### config.mk
export PLATFORM = sky130hd
export DESIGN_NAME = keypad_scanner
export DESIGN_NICKNAME = d
export VERILOG_FILES = /design/src/rtl/keypad_scanner.sv
export SDC_FILE = /design/constraint.sdc
export NUM_CORES = 1
export LEC_CHECK = 0
export BUFFER_PORTS_ARGS = -buffer_cell sky130_fd_sc_hd__buf_2
export CAP_MARGIN = 20
export CORE_ASPECT_RATIO = 1.25
export CORE_UTILIZATION = 64
export CTS_CLUSTER_DIAMETER = 80
export DETAILED_ROUTE_END_ITERATION = 16
export PLACE_DENSITY_LB_ADDON = 0.2
export REMOVE_ABC_BUFFERS = 1
export SETUP_SLACK_MARGIN = 0.15
export SYNTH_ARGS = -nofsm -noshare
export SYNTH_HDL_FRONTEND = slang
export SYNTH_SLANG_ARGS = --single-unit
### constraint.sdc
create_clock -name clk_in -period 6.4 [get_ports clk_in]
set_input_delay 0.32 -clock clk_in [delete_from_list [all_inputs] [get_ports clk_in]]
set_output_delay 0.32 -clock clk_in [all_outputs]
set_load 0.03 [all_outputs]
### src/rtl/keypad_scanner.sv
// keypad_scanner: scans a 4x4 passive key matrix one row at a time, debounces
// whole-matrix frames and reports a stable pressed map plus a one-cycle event
// (with key index) for each newly pressed key.
module keypad_scanner #(
  parameter int SCAN_PERIOD    = 100000,
  parameter int DEBOUNCE_SCANS = 4
) (
  input  logic        clk_in,
  input  logic        rst_in,
  input  logic [3:0]  col_in,
  output logic [3:0]  row_out,
  output logic [15:0] keys_out,
  output logic        key_valid_out,
  output logic [3:0]  key_code_out
);

  // Dwell counter must hold 0..SCAN_PERIOD; stable counter must hold
  // 0..DEBOUNCE_SCANS.
  localparam int CNT_W = (SCAN_PERIOD < 1) ? 1 : $clog2(SCAN_PERIOD + 1);
  localparam int STB_W = (DEBOUNCE_SCANS < 1) ? 1 : $clog2(DEBOUNCE_SCANS + 1);
  localparam logic [CNT_W-1:0] DWELL_LAST = CNT_W'(SCAN_PERIOD);
  localparam logic [STB_W-1:0] STABLE_MAX = STB_W'(DEBOUNCE_SCANS);

  // Column synchronizer
  logic [3:0]       col_meta_reg;
  logic [3:0]       col_sync_reg;

  // Row scanner state
  logic [1:0]       row_idx_reg;
  logic [1:0]       row_idx_next;
  logic [CNT_W-1:0] dwell_reg;
  logic [CNT_W-1:0] dwell_next;
  logic             sample_now;
  logic             frame_end;

  // Frame capture and debounce
  logic [3:0]       row_hit;
  logic [15:0]      frame_reg;
  logic [15:0]      frame_next;
  logic [15:0]      cand_reg;
  logic [15:0]      cand_next;
  logic [STB_W-1:0] stable_reg;
  logic [STB_W-1:0] stable_next;

  // Reported outputs
  logic [15:0]      keys_reg;
  logic [15:0]      keys_next;
  logic             valid_reg;
  logic             valid_next;
  logic [3:0]       code_reg;
  logic [3:0]       code_next;
  logic [15:0]      new_press;
  logic [3:0]       first_idx;

  // Two-flop synchronizer; idle columns float high, so reset to all ones.
  always_ff @(posedge clk_in) begin
    if (rst_in) begin
      col_meta_reg <= 4'b1111;
      col_sync_reg <= 4'b1111;
    end else begin
      col_meta_reg <= col_in;
      col_sync_reg <= col_meta_reg;
    end
  end

  // The row sample happens on the last dwell cycle; the row-3 sample closes a frame.
  assign sample_now = (dwell_reg == DWELL_LAST);
  assign frame_end  = sample_now && (row_idx_reg == 2'd3);

  // Row scanner state register: active row index and dwell counter.
  always_ff @(posedge clk_in) begin
    if (rst_in) begin
      row_idx_reg <= 2'd0;
      dwell_reg   <= '0;
    end else begin
      row_idx_reg <= row_idx_next;
      dwell_reg   <= dwell_next;
    end
  end

  // Row scanner next state: dwell, then advance to the next row (3 wraps to 0).
  always_comb begin
    row_idx_next = row_idx_reg;
    dwell_next   = dwell_reg + CNT_W'(1);
    if (sample_now) begin
      dwell_next   = '0;
      row_idx_next = row_idx_reg + 2'd1;
    end
  end

  // Row scanner output: exactly one row driven low.
  always_comb begin
    row_out = ~(4'b0001 << row_idx_reg);
  end

  // Each row slice of the frame is replaced by the inverted columns on its own
  // sample edge. On the frame-end edge frame_next is therefore the completed
  // frame: stored rows 0-2 plus the row-3 bits being sampled right now.
  genvar gi;
  generate
    for (gi = 0; gi < 4; gi++) begin : g_row
      assign row_hit[gi] = sample_now && (row_idx_reg == 2'(gi));
      assign frame_next[gi*4 +: 4] = row_hit[gi] ? ~col_sync_reg
                                                 : frame_reg[gi*4 +: 4];
    end
  endgenerate

  // Frame buffer register.
  always_ff @(posedge clk_in) begin
    if (rst_in) begin
      frame_reg <= '0;
    end else begin
      frame_reg <= frame_next;
    end
  end

  // Keys that are in the completed frame but not yet reported as pressed.
  assign new_press = frame_next & ~keys_reg;

  // Lowest set bit of new_press wins when several keys arrive together.
  always_comb begin
    first_idx = 4'd0;
    for (int i = 15; i >= 0; i--) begin
      if (new_press[i]) begin
        first_idx = 4'(i);
      end
    end
  end

  // Debounce and event generation, evaluated only at frame end.
  always_comb begin
    cand_next   = cand_reg;
    stable_next = stable_reg;
    keys_next   = keys_reg;
    valid_next  = 1'b0;
    code_next   = code_reg;
    if (frame_end) begin
      if (frame_next != cand_reg) begin
        cand_next   = frame_next;
        stable_next = STB_W'(1);
      end else if (stable_reg != STABLE_MAX) begin
        stable_next = stable_reg + STB_W'(1);
      end
      if (stable_next == STABLE_MAX) begin
        keys_next = frame_next;
        if (new_press != 16'd0) begin
          valid_next = 1'b1;
          code_next  = first_idx;
        end
      end
    end
  end

  // Debounce state and output registers.
  always_ff @(posedge clk_in) begin
    if (rst_in) begin
      cand_reg   <= '0;
      stable_reg <= '0;
      keys_reg   <= '0;
      valid_reg  <= 1'b0;
      code_reg   <= 4'd0;
    end else begin
      cand_reg   <= cand_next;
      stable_reg <= stable_next;
      keys_reg   <= keys_next;
      valid_reg  <= valid_next;
      code_reg   <= code_next;
    end
  end

  assign keys_out      = keys_reg;
  assign key_valid_out = valid_reg;
  assign key_code_out  = code_reg;

endmodule

==> results of run 1 <==
-- cell type report --
type	instances	area, µm²	share of cell area (%)
well taps	85	106	2.37
multi-input cells	354	2270	50.7
clock buffers	11	131	2.93
clock inverters	5	53.8	1.20
inverters	24	90.1	2.01
repair buffers	32	165	3.69
flip-flops and latches	83	1660	37.1
-- where the power goes --
part | total (mW) | switching [mW] | internal [mW]
clock network | 0.362 | 0.183 | 0.179
registers | 0.524 | 0.00404 | 0.520
logic | 0.0209 | 0.0136 | 0.00727
total | 0.907 | 0.201 | 0.706
-- cell families (layout without fill, tap and decap cells) --
logic type                 Yosys count  in the layout
buffers and inverters               44             72
and+or+nand+nor                    202            202
DFF                                 83             83
xor gates and xnor gates            22             22
AOI/OAI and AO/OA                  106            106
adders and majority gates            8              8
muxes                               16             16
-- cell usage after synthesis, drive strengths merged, types with 6 or more instances --
library cell	instances
dfxtp	83
nor4	6
or2	9
nor2b	8
inv	24
clkbuf	14
ha	8
nand3	23
xor2	14
o21ai	31
mux2	6
nand2	43
and3	6
mux2i	10
and2	10
a21oi	34
xnor2	8
buf	6
nor3	10
nand4	6
nor2	47
nand3b	14
-- metal layers --
layer | global-route usage (%) | share of wire [%] | wire [µm]
met4 | 18.4 | 3.8 | 378
met1 | 38.4 | 40 | 3910
met2 | 51.9 | 50 | 4940
met5 | 0 | 0 | 0
met3 | 6.92 | 6.5 | 642
-- critical path, cell delays in order, from the launching register on --
cell and delay, ns:
dfxtp_1 0.35, or4_4 0.58, nor4_4 0.57, nand3_1 0.26, and2_4 0.24, a2111oi_2 0.45
and4b_1 0.30, and4_1 0.81, mux2i_1 0.26, nor2_1 0.06
-- metrics by stage --
step                setup slack, ns  hold slack [ns]  area, µm²
finish                         2.37            0.147       4480
global route                   2.15            0.139       4480
CTS                            2.46            0.132       4480
detailed placement             2.48            0.393       4300
global placement               2.56            0.391       4300
floorplan                      2.94            0.385       4030
-- layout by cell type (no fill, tap or decap), drive strengths merged, types with 4 or more instances in the layout --
cell type and count:
dfxtp 83, nor2 47, nand2 43, a21oi 34, buf 32, o21ai 31
inv 24, nand3 23, xor2 14, nand3b 14, clkbuf 11, nor3 10
mux2i 10, and2 10, or2 9, nor2b 8, xnor2 8, ha 8
and3 6, nand4 6, mux2 6, nor4 6, or3 5, o211ai 5
o22ai 4, clkinv 4, a211oi 4
-- how the worst max path moves through the flow --
stage	startpoint	to	slack [ns]	cells after the start
floorplan	dwell_reg[0]	keys_out[12]	2.94	11
global placement	dwell_reg[13]	keys_out[13]	2.56	9
detailed placement	dwell_reg[13]	keys_out[15]	2.48	9
CTS	dwell_reg[13]	keys_out[14]	2.46	9
global route	dwell_reg[13]	keys_out[14]	2.15	9
finish	dwell_reg[13]	keys_out[15]	2.37	9
==> impl_metrics.csv, run 1 <==
group,metric,value,unit
layout,fin_cells,594,
worst_setup_path,worst-setup-path-type,"reg -> reg",
die,ios,31,
synth,synth_top_cell_area_share,40.2,%
synth,synth_top_family_by_area,"simple AND/OR/NAND/NOR gates",
power,power.leakage,1.81,nW
worst_setup_path,r2r_setup_slack,2.37,ns
grt,grt_pass1_vias,3547,
clocking,clk_path_buf_depth,2,
synth,netlist_area,4130,µm²
worst_setup_path,r2r_cells,9,
worst_setup_path,cp_max_fo,18,
outcome,outcome,"finished, final reports clean",
power,ir_drop,0.217,mV
sta,max_freq,0.248,GHz
power,power_density,202,nW/µm²
sta,period_needed,4.03,ns
worst_hold_path,holdPathEnd,"col_meta_reg[1]",
job,maxCapViolations,0,
synth,synthCells,481,
place,dp_cells,578,
clocking,cts.repair.resized,0,
worst_hold_path,min_path_cells,2,
power,power,0.907,mW
die,fp.dieW,73.9,µm
sta,setup_violations,0,
routing,drt-total-wl,9.87,mm
sta,relSlewSlack,26.7,%
sta,tns,0,ns
worst_hold_path,hold_start,"col_in[1]",
layout,antenna_cells,0,
layout,post-route-util,72.2,%
clocking,cts_buffers,9,
synth,synth_edf_count,0,
synth,synth-compound-area-share,16.8,%
routing,vias_per_cell,6.08,
clocking,cts_hold_buf,0,
synth,syn_area_per_cell,8.59,µm²
sta,tightest_slew,1.07,ns
worst_setup_path,cp.arrival,4.25,ns
die,die-area,6780,µm²
synth,synth-seq-area-share,40.2,%
grt,grt_usage,32.1,%
clocking,cts_tree,"yes",
grt,grt_overflow,0,
layout,syn2layout_area_growth,8.48,%
grt,grt_max_degree,64,
sta,rsz0062_at_grt,"no",
place,dpl.hpwl,7.08,mm
synth,synth_simple_gate_area_share,27.1,%
synth,synth_area_leaders,"dfxtp_1 40%, nor2_1 4.3%, a21oi_1 3.9%",
routing,wl_per_cell,16.6,µm
sta,layout_worst_path_cycle_share,62.9,%
layout,drive_gt1_share,15.1,%
sta,finalHoldViolCount,0,
worst_setup_path,worstReg2RegStart,"dwell_reg[13]",
layout,largest_reg_flops,17,
die,core.rowCount,32,
routing,post-route-drc-count,0,
synth,synthAdderAreaFrac,2.42,%
grt,antenna_found_initial,0,
synth,async_flop_share,0,%
clocking,htreeDepth,3,
synth,synth_flop_cell,"dfxtp_1",
synth,synth_seq_cells,83,
clocking,ctsRootBufferMaster,"clkbuf_8",
synth,synth_cell_types,65,
worst_setup_path,r2r_end,"keys_out[15]",
synth,synth_xor_area_share,4.66,%
routing,drtAntennaViolNets,0,
worst_setup_path,crit_required,6.62,ns
worst_hold_path,hp-class,"in -> reg",
sta,slew_viol_final,0,
die,core_area,6210,µm²
clocking,clk_pin_slew_worst_paths,0.08,ns
grt,grt_first_pass_wirelength,16.5,mm
synth,yosys_warnings,0,
synth,synthMuxAreaShare,4.06,%
sta,clock_skew,0.0116,ns
routing,drt_first_pass_iters,5,
place,place.port_buffers,30,
die,die-height,91.8,µm
routing,detail_route.iter0.violations,351,
clocking,clkSinkCount,83,
die,initial_utilization,66.6,%
worst_setup_path,start_kind,"flip-flop",
layout,fill_cells,490,
layout,nets,518,
clocking,clk_latency,0.36,ns
place,gp_congestion,0.937,
clocking,post_cts_buffers,0,
routing,vias,3611,
synth,yosysTopAreaCell,"dfxtp_1",
worst_setup_path,endpoint_kind,"flip-flop",
No activity file was read; power rests on OpenSTA's default activity.
==> run 2: changes to the inputs <==
--- a/config.mk
+++ b/config.mk
@@ -8,7 +8,7 @@
 export BUFFER_PORTS_ARGS = -buffer_cell sky130_fd_sc_hd__buf_2
 export CAP_MARGIN = 20
 export CORE_ASPECT_RATIO = 1.25
-export CORE_UTILIZATION = 64
+export CORE_UTILIZATION = 60
 export CTS_CLUSTER_DIAMETER = 80
 export DETAILED_ROUTE_END_ITERATION = 16
 export PLACE_DENSITY_LB_ADDON = 0.2
==> constraint.sdc (replaced) <==
create_clock -name clk_in -period 3.78 [get_ports clk_in]
set_input_delay 0.189 -clock clk_in [delete_from_list [all_inputs] [get_ports clk_in]]
set_output_delay 0.189 -clock clk_in [all_outputs]
set_load 0.03 [all_outputs]
==> impl_metrics.csv, run 2 (same netlist as run 1, synthesis figures left out) <==
group,metric,value,unit
outcome,outcome,"finished, final reports clean",
clocking,cts_hold_buf,0,
worst_setup_path,worst-setup-path-type,"reg -> reg",
die,initial_utilization,62.5,%
grt,grt_first_pass_wirelength,17.1,mm
clocking,cts_buffers,9,
place,gp_congestion,0.978,
worst_hold_path,hp-class,"in -> reg",
clocking,clkSinkCount,83,
worst_setup_path,crit_required,4.03,ns
clocking,ctsRootBufferMaster,"clkbuf_8",
power,seq_power_share,53.1,%
place,preCtsSetupSlack,0.235,ns
die,core_area,6610,µm²
layout,final_cell_mix,"83 x dfxtp_1, 47 x nor2_1, 41 x nand2_1",
die,core.rowCount,33,
clocking,cts_tree,"yes",
layout,nets,530,
worst_hold_path,min_path_cells,2,
place,place.port_buffers,30,
routing,vias,3668,
grt,grt_usage,30.4,%
place,dpl.hpwl,7.54,mm
sta,relSlewSlack,41.5,%
layout,syn2layout_area_growth,12.4,%
worst_setup_path,start_kind,"flip-flop",
sta,tightest_slew,0.875,ns
clocking,clk_latency,0.36,ns
sta,period_needed,3.44,ns
worst_setup_path,cp_max_fo,18,
sta,finalHoldViolCount,0,
power,clkPwrFrac,44.7,%
grt,grt_overflow,0,
grt,grt_max_degree,63,
clocking,htreeDepth,3,
power,p_comb_share,2.2,%
die,die-area,7220,µm²
die,fp.dieW,76.2,µm
routing,drt-total-wl,10.5,mm
power,ir_drop,0.295,mV
power,power.leakage,1.90,nW
sta,setup_slack,0.342,ns
power,power_density,360,nW/µm²
power,switching_share,20.7,%
layout,drive_gt1_share,17.7,%
worst_setup_path,r2r_cells,10,
job,maxCapViolations,0,
layout,fill_cells,497,
sta,setup_violations,0,
layout,largest_reg_flops,17,
layout,final_common_cell,"dfxtp_1",
routing,drtAntennaViolNets,0,
grt,antenna_found_initial,0,
worst_setup_path,r2r_setup_slack,0.34,ns
worst_setup_path,cp.arrival,3.69,ns
clocking,clk_pin_slew_worst_paths,0.08,ns
power,p_int,1.32,mW
die,die-height,94.8,µm
sta,clock_skew,0.0112,ns
power,power_switching,0.346,mW
routing,wl_per_cell,17.2,µm
grt,grt_pass1_vias,3551,
routing,vias_per_cell,6.05,
routing,drt_first_pass_iters,5,
worst_setup_path,endpoint_kind,"flip-flop",
sta,layout_worst_path_cycle_share,90.9,%
layout,antenna_cells,0,
sta,max_freq,0.291,GHz
routing,post-route-drc-count,0,
routing,detail_route.iter0.violations,343,
sta,rsz0062_at_grt,"no",
sta,tns,0,ns
die,ios,31,
sta,slew_viol_final,0,
clocking,clk_path_buf_depth,2,
[run 2: changes by cell type in the layout (fill, tap and decap cells not counted), moves of 2 or more]
| cell | before | now |
|---|---|---|
| bufinv_16 | 1 | 3 |
| buf_4 | 2 | 13 |
| clkinv_2 | 3 | 1 |
| clkbuf_1 | 2 | 0 |
[run 2: power groups by stage]
stage	registers, mW	clock network (mW)	logic [mW]
final	0.888	0.747	0.0364
after global routing	0.889	0.780	0.0403
after CTS	0.887	0.749	0.0359
after detailed placement	0.908	0	0.0358
after global placement	0.907	0	0.0352
after floorplan	0.905	0	0.0177
[run 2: layout make-up]
| cell class | count | area (µm²) | area share (%) |
|---|---|---|---|
| multi-input combinational | 354 | 2290 | 49.3 |
| sequential | 83 | 1660 | 35.8 |
| timing repair buffer | 44 | 268 | 5.77 |
| clock buffer | 9 | 124 | 2.67 |
| tap | 87 | 109 | 2.34 |
| clock inverter | 5 | 104 | 2.24 |
| inverter | 24 | 90.1 | 1.94 |
[run 2: critical path, cell delays in order (launching register included)]
cell and delay (ns):
dfxtp_1 0.38, or4bb_4 0.60, nor4_4 0.29, buf_4 0.21, nand3_2 0.10, and2_4 0.20
a2111oi_2 0.44, nand4b_1 0.25, o21ai_4 0.30, buf_12 0.20, mux2_2 0.35
[run 2: routing by layer]
metal  up-vias  routed length [µm]  global-route usage, %
met4         0                 396                   17.8
li1       1769                   -                      -
met3        36                 643                   7.05
met1      1707                4160                   33.3
met2       156                5260                   53.9
met5         -                   0                      0
[run 2: through the flow]
stage | hold WS, ns | total power, mW | utilization [%] | cells | instance area (µm²)
2_1_floorplan | 0.254 | 0.923 | - | 461 | 4030
5_1_grt | 0.00203 | 1.71 | 70.3 | 606 | 4640
3_5_place_dp | 0.376 | 0.944 | 65.9 | 586 | 4360
4_1_cts | 0.00334 | 1.67 | 69.4 | 600 | 4580
6_report | 0.0100 | 1.67 | 70.3 | 606 | 4640
3_3_place_gp | 0.371 | 0.943 | 65.9 | 586 | 4360
[run 2: what timing repair did]
action / in CTS / in global routing
gates resized for setup: 0 / 4
endpoints found under the setup margin: 0 / 17
buffers inserted: 0 / 6
[run 2: final timing paths]
path,from,end
min,col_in[2],col_meta_reg[2]
max,dwell_reg[15],cand_reg[0]
max reg2reg,dwell_reg[15],cand_reg[0]
min reg2reg,col_meta_reg[2],col_sync_reg[2]
